### src/rtl/multi_debounce.sv
// multi_debounce: N-channel push-button / switch debouncer.
// Each channel synchronises its raw pin and accepts a new level only after
// that level has been stable for DEBOUNCE_CYCLES. It reports the debounced
// level plus one-cycle press (rise), release (fall) and hold/auto-repeat
// (hold) strobes. All outputs are registered.
//
// Ports:
//   clk    in   system clock
//   rst    in   synchronous active-high reset
//   D      in   [CHANNELS] raw asynchronous button inputs
//   level  out  [CHANNELS] debounced level (1 = pressed)
//   rise   out  [CHANNELS] one-cycle strobe on accepted press
//   fall   out  [CHANNELS] one-cycle strobe on accepted release
//   hold   out  [CHANNELS] one-cycle hold / auto-repeat strobe
module multi_debounce #(
  parameter int unsigned CHANNELS        = 4,
  parameter int unsigned DEBOUNCE_CYCLES = 3600000,
  parameter int unsigned HOLD_CYCLES     = 24000000,
  parameter int unsigned REPEAT_CYCLES   = 4800000,
  parameter int unsigned ACTIVE_LOW      = 0
) (
  input  logic                clk,
  input  logic                rst,
  input  logic [CHANNELS-1:0] D,
  output logic [CHANNELS-1:0] level,
  output logic [CHANNELS-1:0] rise,
  output logic [CHANNELS-1:0] fall,
  output logic [CHANNELS-1:0] hold
);

  localparam int unsigned DB_W   = (DEBOUNCE_CYCLES > 1) ? $clog2(DEBOUNCE_CYCLES) : 1;
  localparam int unsigned HR_MAX = (HOLD_CYCLES > REPEAT_CYCLES) ? HOLD_CYCLES : REPEAT_CYCLES;
  localparam int unsigned HC_W   = (HR_MAX > 1) ? $clog2(HR_MAX) : 1;

  // Terminal counts; the unused ones wrap harmlessly when a parameter is 0.
  localparam logic [DB_W-1:0] DB_TERM   = DB_W'(DEBOUNCE_CYCLES - 1);
  localparam logic [HC_W-1:0] HOLD_TERM = HC_W'(HOLD_CYCLES - 1);
  localparam logic [HC_W-1:0] REP_TERM  = HC_W'(REPEAT_CYCLES - 1);
  localparam logic            INV       = (ACTIVE_LOW != 0) ? 1'b1 : 1'b0;

  typedef enum logic [1:0] {
    ST_REL = 2'd0,
    ST_PRS = 2'd1,
    ST_RPT = 2'd2
  } hold_state_e;

  for (genvar i = 0; i < CHANNELS; i++) begin : g_ch
    logic            sync1_q, sync2_q;
    logic            ds;
    logic [DB_W-1:0] db_cnt_q, db_cnt_d;
    logic            level_q, level_d;
    logic            rise_q, rise_d;
    logic            fall_q, fall_d;

    assign ds = sync2_q ^ INV;

    // Debounce: count while ds disagrees with the accepted level.
    always_comb begin
      db_cnt_d = db_cnt_q;
      level_d  = level_q;
      rise_d   = 1'b0;
      fall_d   = 1'b0;
      if (ds == level_q) begin
        db_cnt_d = '0;
      end else if (db_cnt_q == DB_TERM) begin
        db_cnt_d = '0;
        level_d  = ds;
        rise_d   = ds;
        fall_d   = ~ds;
      end else begin
        db_cnt_d = db_cnt_q + DB_W'(1);
      end
    end

    // Synchroniser and debounce registers.
    always_ff @(posedge clk) begin
      if (rst) begin
        sync1_q  <= 1'b0;
        sync2_q  <= 1'b0;
        db_cnt_q <= '0;
        level_q  <= 1'b0;
        rise_q   <= 1'b0;
        fall_q   <= 1'b0;
      end else begin
        sync1_q  <= D[i];
        sync2_q  <= sync1_q;
        db_cnt_q <= db_cnt_d;
        level_q  <= level_d;
        rise_q   <= rise_d;
        fall_q   <= fall_d;
      end
    end

    assign level[i] = level_q;
    assign rise[i]  = rise_q;
    assign fall[i]  = fall_q;

    if (HOLD_CYCLES == 0) begin : g_no_hold
      assign hold[i] = 1'b0;
    end else begin : g_hold
      hold_state_e     state_q, state_d;
      logic [HC_W-1:0] hcnt_q, hcnt_d;
      logic            hold_q, hold_d;

      // Hold FSM state register.
      always_ff @(posedge clk) begin
        if (rst) begin
          state_q <= ST_REL;
          hcnt_q  <= '0;
          hold_q  <= 1'b0;
        end else begin
          state_q <= state_d;
          hcnt_q  <= hcnt_d;
          hold_q  <= hold_d;
        end
      end

      // Hold FSM next state; driven by the same-edge accept events so the
      // first hold lands exactly HOLD_CYCLES after the rise strobe.
      always_comb begin
        state_d = state_q;
        hcnt_d  = hcnt_q;
        hold_d  = 1'b0;
        case (state_q)
          ST_REL: begin
            hcnt_d = '0;
            if (rise_d) state_d = ST_PRS;
          end
          ST_PRS: begin
            if (hcnt_q == HOLD_TERM) begin
              hold_d  = 1'b1;
              hcnt_d  = '0;
              state_d = ST_RPT;
            end else begin
              hcnt_d = hcnt_q + HC_W'(1);
            end
          end
          ST_RPT: begin
            // With no repeat period the counter stays frozen.
            if (REPEAT_CYCLES != 0) begin
              if (hcnt_q == REP_TERM) begin
                hold_d = 1'b1;
                hcnt_d = '0;
              end else begin
                hcnt_d = hcnt_q + HC_W'(1);
              end
            end
          end
          default: begin
            state_d = ST_REL;
            hcnt_d  = '0;
          end
        endcase
        // Release overrides everything, including a coincident hold.
        if (fall_d) begin
          state_d = ST_REL;
          hcnt_d  = '0;
          hold_d  = 1'b0;
        end
      end

      assign hold[i] = hold_q;
    end
  end

endmodule

### config.mk
export PLATFORM = sky130hd
export DESIGN_NAME = multi_debounce
export DESIGN_NICKNAME = d
export VERILOG_FILES = /design/src/rtl/multi_debounce.sv
export SDC_FILE = /design/constraint.sdc
export NUM_CORES = 1
export LEC_CHECK = 0
export ABC_AREA = 1
export BUFFER_PORTS_ARGS = -buffer_cell sky130_fd_sc_hd__buf_2
export CORE_UTILIZATION = 45
export CTS_CLUSTER_DIAMETER = 30
export DETAILED_ROUTE_END_ITERATION = 10
export REMOVE_ABC_BUFFERS = 1
export SYNTH_ARGS = -nofsm -noshare
export SYNTH_HDL_FRONTEND = slang
export SYNTH_SLANG_ARGS = --single-unit
### constraint.sdc
create_clock -name clk -period 4.09 [get_ports clk]
set_input_delay 0.2045 -clock clk [delete_from_list [all_inputs] [get_ports clk]]
set_output_delay 0.2045 -clock clk [all_outputs]
set_load 0.05 [all_outputs]
* After elaboration in Yosys (flattened, before gate mapping)
Cells that the tools add are included.
** Storage, ports and cells
- RAM bits :: 0
- Latch bits :: 0
- Word-level logic and storage cells :: 160
- Input bits :: 6
- Output and inout bits :: 16
- Bits in read-only memories :: 0
- Flip-flop bits (word level) :: 220
- Memories :: 0
** Cells by class
- Div/mod/pow operators :: 0
- Bitwise operators :: 12
- Order comparisons :: 0
- Eq/ne operators :: 32
- Multiply operators :: 0
- Muxes and demuxes :: 52
- Reduce and logical (&&, ||, !) cells :: 20
- Add/sub/neg operators :: 8
- Shift operators :: 0
** Operator list (count)
- 25-bit two-way mux :: 8
- 25-bit one-hot mux with 2 select lines :: 4
- 25-bit by 1-bit adder with 25-bit output (second input constant) :: 4
- 25-bit by 23-bit equality test with 1-bit output (second input constant) :: 4
- 25-bit equality test (second input constant) :: 4
- 22-bit by 1-bit adder with 22-bit output (second input constant) :: 4
- 22-bit equality test (second input constant) :: 4
- 1-bit two-way mux :: 24
- 2-bit one-hot mux with 3 select lines :: 4
- 2-bit two-way mux :: 8
- 2-bit inequality test (second input constant) :: 8
- 1-bit NOT :: 12
- 3-bit AND reduction :: 4
- 3-bit OR reduction :: 4
- 2-bit by 1-bit equality test with 1-bit output (second input constant) :: 4
- 2-bit equality test (second input constant) :: 4
- 2-bit logical NOT :: 4
- 1-bit one-hot mux with 2 select lines :: 4
- 2-bit AND reduction :: 4
- 2-bit OR reduction :: 4
- 1-bit equality test :: 4

* Logic depth before layout (Yosys ltp)
- Depth in word-level cells :: 5
- Depth in mapped cells :: 12
- Depth with buffers taken out :: 12

* Least setup slack after synthesis
OpenSTA, ideal clock, no wires.
- Path type :: flip-flop to flip-flop
- Start :: register g_ch[3].db_cnt_q[0]
- End :: register g_ch[3].g_hold.hcnt_q[10]
- Cell stages (with the launch flop) :: 12
- Slack :: 2486 ps
- Buffers on the path :: 1
- Setup time :: 119 ps
- Period minus slack after synthesis :: 1604 ps
- Required time :: 3971 ps
- Arrival time :: 1485 ps
- Path through :: dfxtp_1 > ha_1 > nand3_2 > inv_1 > nand2_1 > nor2_2 > nand2_2 > nor2_4 > nor2_4 > nand3_4 > buf_12 > nor2_2
** Between the ends
- Word-level cells in the longest chain between the ends :: 4
** Ends and longest elaborated chain
- start, declared :: line 50 : logic [DB_W-1:0] db_cnt_q, db_cnt_d;
- start signal, assigned :: line 87 : db_cnt_q <= db_cnt_d;
- 22-bit equality test :: line 65 : end else if (db_cnt_q == DB_TERM) begin
- 1-bit two-way mux :: line 65
- 1-bit two-way mux :: line 63 : if (ds == level_q) begin
- 2-bit OR reduction (no source line)
- end signal, assigned :: line 113 : hcnt_q <= hcnt_d;
- end, declared :: line 102 : logic [HC_W-1:0] hcnt_q, hcnt_d;
Every way passes these cells.
A chain may end at the register's enable or synchronous reset.

* Worst setup path after layout
- Start :: register g_ch[1].db_cnt_q[0]
- End :: register g_ch[1].db_cnt_q[13]
** Between the ends
- Word-level cells in the longest chain between the ends :: 2
- Elaborated cells on any way between the ends :: 3
- Those cells by class :: 1 x add/sub; 1 x eq/ne; 1 x reduce/logical
** Ends and longest elaborated chain (line)
- start, declared :: 50
- start signal, assigned :: 87
- parallel branches: the longest is 2 deep, another holds 22-bit by 1-bit adder with 22-bit output
Parallel ways; which one is timed is not known.

==> results.py <==
metrics = {
    "outcome": {
        "status": "finished, final reports clean",
    },
    "place": {
        "portBuffers": 21,
        "dpl_worst_slack_ps": 2020,
        "place_area_um2": 11700,
        "detailed_place_hpwl_um": 17000,
        "gp_congestion": 0.904,
        "numPlacedInstances": 1962,
    },
    "layout": {
        "utilization": 0.548,
        "drive_above_1_share": 0.121,
        "final_cells": 2068,
        "seq_area_um2": 4400,
        "multi_input_area_um2": 5970,
        "synthToLayoutAreaGrowth_pct": 19.9,
        "final_nets": 1718,
        "fillers": 2427,
        "stdcell_area_um2": 13800,
        "n_antenna_cell": 0,
    },
    "power_and_ir_drop": {
        "fin_total_pwr_mw": 6.85,
        "combPwrFrac": 0.007,
        "power_density_nw_per_um2": 496,
        "ir_drop_uv": 483,
        "p_leak_nw": 4.86,
        "clkPwrFrac": 0.678,
        "swShare": 0.204,
        "pwr-share-seq": 0.315,
        "p_int_mw": 5.45,
        "p_switching_mw": 1.40,
    },
    "sta": {
        "rsz0062_at_grt": "false",
        "fin_skew_ps": 23.7,
        "hold-worst-slack_ps": 160,
        "period_needed_ps": 2030,
        "slew_viol_final": 0,
        "period_share": 0.497,
        "fmax_mhz": 492,
        "slew_headroom": 0.511,
        "setup_tns_ps": 0,
        "worstMarginPinSlew_ps": 732,
        "setup_viol": 0,
        "fin_ws_ps": 2060,
        "hold_violations": 0,
    },
    "logic_synthesis": {
        "synth_seq_area_share": 0.382,
        "ys_warn_count": 0,
        "ys_seq_elements": 220,
        "synth_fa_ha_area_frac": 0.0217,
        "yosys.area.top_type": "dfxtp_1",
        "synth_top_family_by_area": "simple AND/OR/NAND/NOR gates",
        "synth_top_cell_area_share": 0.382,
        "ys_types": 44,
        "synthFlopType": "dfxtp_1",
        "synth.area.top_cells": "dfxtp_1, nand2_1, nor2_1",
        "synth_common_cells": "nand2_1, nor2_1, dfxtp_1",
        "synth-xor-area-share": 0.0654,
        "synth_area_um2": 11500,
        "synthMuxAreaShare": 0,
        "synth_compound_area_frac": 0.0485,
        "async_flop_share": 0,
        "synth_enable_flop_cells": 0,
        "synthSimpleGateAreaFrac": 0.382,
        "avgSynthCellArea_um2": 6.98,
        "synth_most_common_cell": "nand2_1",
        "syn_inst": 1650,
    },
    "die": {
        "die_w_um": 162,
        "core_um2": 25200,
        "dieArea_um2": 26200,
        "rows": 58,
        "ios": 22,
        "die_h_um": 162,
        "initial_core_util": 0.458,
    },
    "cts": {
        "cts_buffer_depth": 3,
        "cts_tree": "done",
        "cts_buffers": 54,
        "cts.sinks": 220,
        "insertion_delay_ps": 560,
        "post_cts_buffers": 0,
        "cts_root_buffer": "clkbuf_16",
        "cts_resized": 0,
        "clk_pin_slew_ps": 50,
        "cts_max_level": 2,
        "cts_hold_repair.buffers": 4,
    },
    "worst_setup_path": {
        "cp.arrival_ps": 2460,
        "worstSetupPathType": "flop to flop",
        "startpoint_type": "flop",
        "cp.required_ps": 4520,
        "endpoint_kind": "flop",
        "cp_max_fo": 22,
    },
    "route": {
        "wirelength_um": 23800,
        "postRouteAntennaNets": 0,
        "routedWlPerCell_um": 11.5,
        "drt_iter0_markers": 486,
        "vias_per_cell": 4.80,
        "vias": 9921,
        "firstDrtPassIters": 5,
        "drc_errors": 0,
    },
    "job": {
        "drv_cap": 0,
    },
    "grt": {
        "antenna_found_initial": 0,
        "grt_max_degree": 26,
        "grt_pass1_vias": 9501,
        "grt_overflow": 0,
        "grt_pass1_wl_um": 42100,
        "track_usage": 0.189,
    },
    "worst_hold_path": {
        "hold_path.class": "primary input to flop",
    },
}
==> cell families (layout without fill, tap and decap cells) <==
group | Yosys count | count (layout)
buffers and inverters | 261 | 349
XOR/XNOR | 86 | 86
adder cells (fa/ha/maj) | 20 | 20
flip-flops | 220 | 220
AND/OR/NAND/NOR | 959 | 959
AO/OA/AOI/OAI | 104 | 104
==> routing by layer <==
layer,wire length (um),GRT usage
met1,11600,0.241
met2,10800,0.315
met3,781,0.0342
met4,629,0.0759
met5,0,0
==> final timing paths <==
| kind | slack [ps] | cells after the start | from | end |
|---|---|---|---|---|
| setup / recovery | 2060 | 7 | g_ch[1].db_cnt_q[0] | g_ch[1].db_cnt_q[13] |
| setup reg to reg | 2060 | 7 | g_ch[1].db_cnt_q[0] | g_ch[1].db_cnt_q[13] |
| hold / removal | 160 | 2 | rst | g_ch[3].sync1_q |
| hold reg to reg | 400 | 2 | g_ch[0].sync1_q | g_ch[0].ds |
==> area by class of cell <==
class                      instances  share of cell area
clock buffer                      63               0.107
clock inverter                    39              0.0411
inverter                         221              0.0602
multi-input combinational       1169               0.432
sequential                       220               0.319
tap                              330              0.0299
timing repair buffer              26              0.0111
==> power by group through the flow <==
| stage | registers, mW | clock network (mW) | logic (mW) |
|---|---|---|---|
| 6_report | 2.16 | 4.64 | 0.0457 |
| 4_1_cts | 2.16 | 4.74 | 0.0471 |
| 2_1_floorplan | 2.20 | 0 | 0.0253 |
| 5_1_grt | 2.16 | 4.86 | 0.0519 |
| 3_5_place_dp | 2.20 | 0 | 0.0438 |
| 3_3_place_gp | 2.20 | 0 | 0.0435 |
==> cells in the final DEF, fill, tap and decap left out, types with 4 or more instances in the layout <==
cell type | synthesis | layout
nand3_4 | 4 | 4
nor2_4 | 15 | 15
clkbuf_8 | 0 | 7
or2_2 | 13 | 13
xor2_1 | 72 | 72
dfxtp_1 | 220 | 220
nand3b_1 | 9 | 9
nor2_1 | 293 | 293
ha_1 | 20 | 20
clkinvlp_4 | 0 | 7
clkbuf_16 | 0 | 55
o22ai_1 | 6 | 6
nor2_2 | 24 | 24
clkinv_2 | 0 | 11
bufinv_16 | 0 | 11
dlygate4sd3_1 | 0 | 4
inv_1 | 217 | 217
nor3b_1 | 6 | 6
nand2_1 | 320 | 320
nand4_1 | 40 | 40
nand2_2 | 16 | 16
a21oi_1 | 52 | 52
nor3_1 | 92 | 92
nand3_1 | 109 | 109
o21ai_0 | 31 | 31
xnor2_1 | 14 | 14
nand3_2 | 6 | 6
o21a_1 | 4 | 4
buf_2 | 11 | 21
clkinv_4 | 0 | 6
==> worst max-delay path, stage by stage (launching register included) <==
cell and delay (ps):
dfxtp_1 380, ha_1 220, nand3_2 120, nor2_4 220, nand3_4 140, nand2_1 570, o21bai_1 200, a21oi_1 50
==> flip-flops by register name, summed over array words and instances, names as in the netlist <==
signal,cells
g_ch.sync1_q,4
g_ch.g_hold.hcnt_q,100
g_ch.db_cnt_q,88
g_ch.g_hold.hold_q,4
g_ch.ds,4
g_ch.g_hold.state_q,8
g_ch.fall_q,4
g_ch.level_q,4
g_ch.rise_q,4
(Power assumes the default switching activity.)
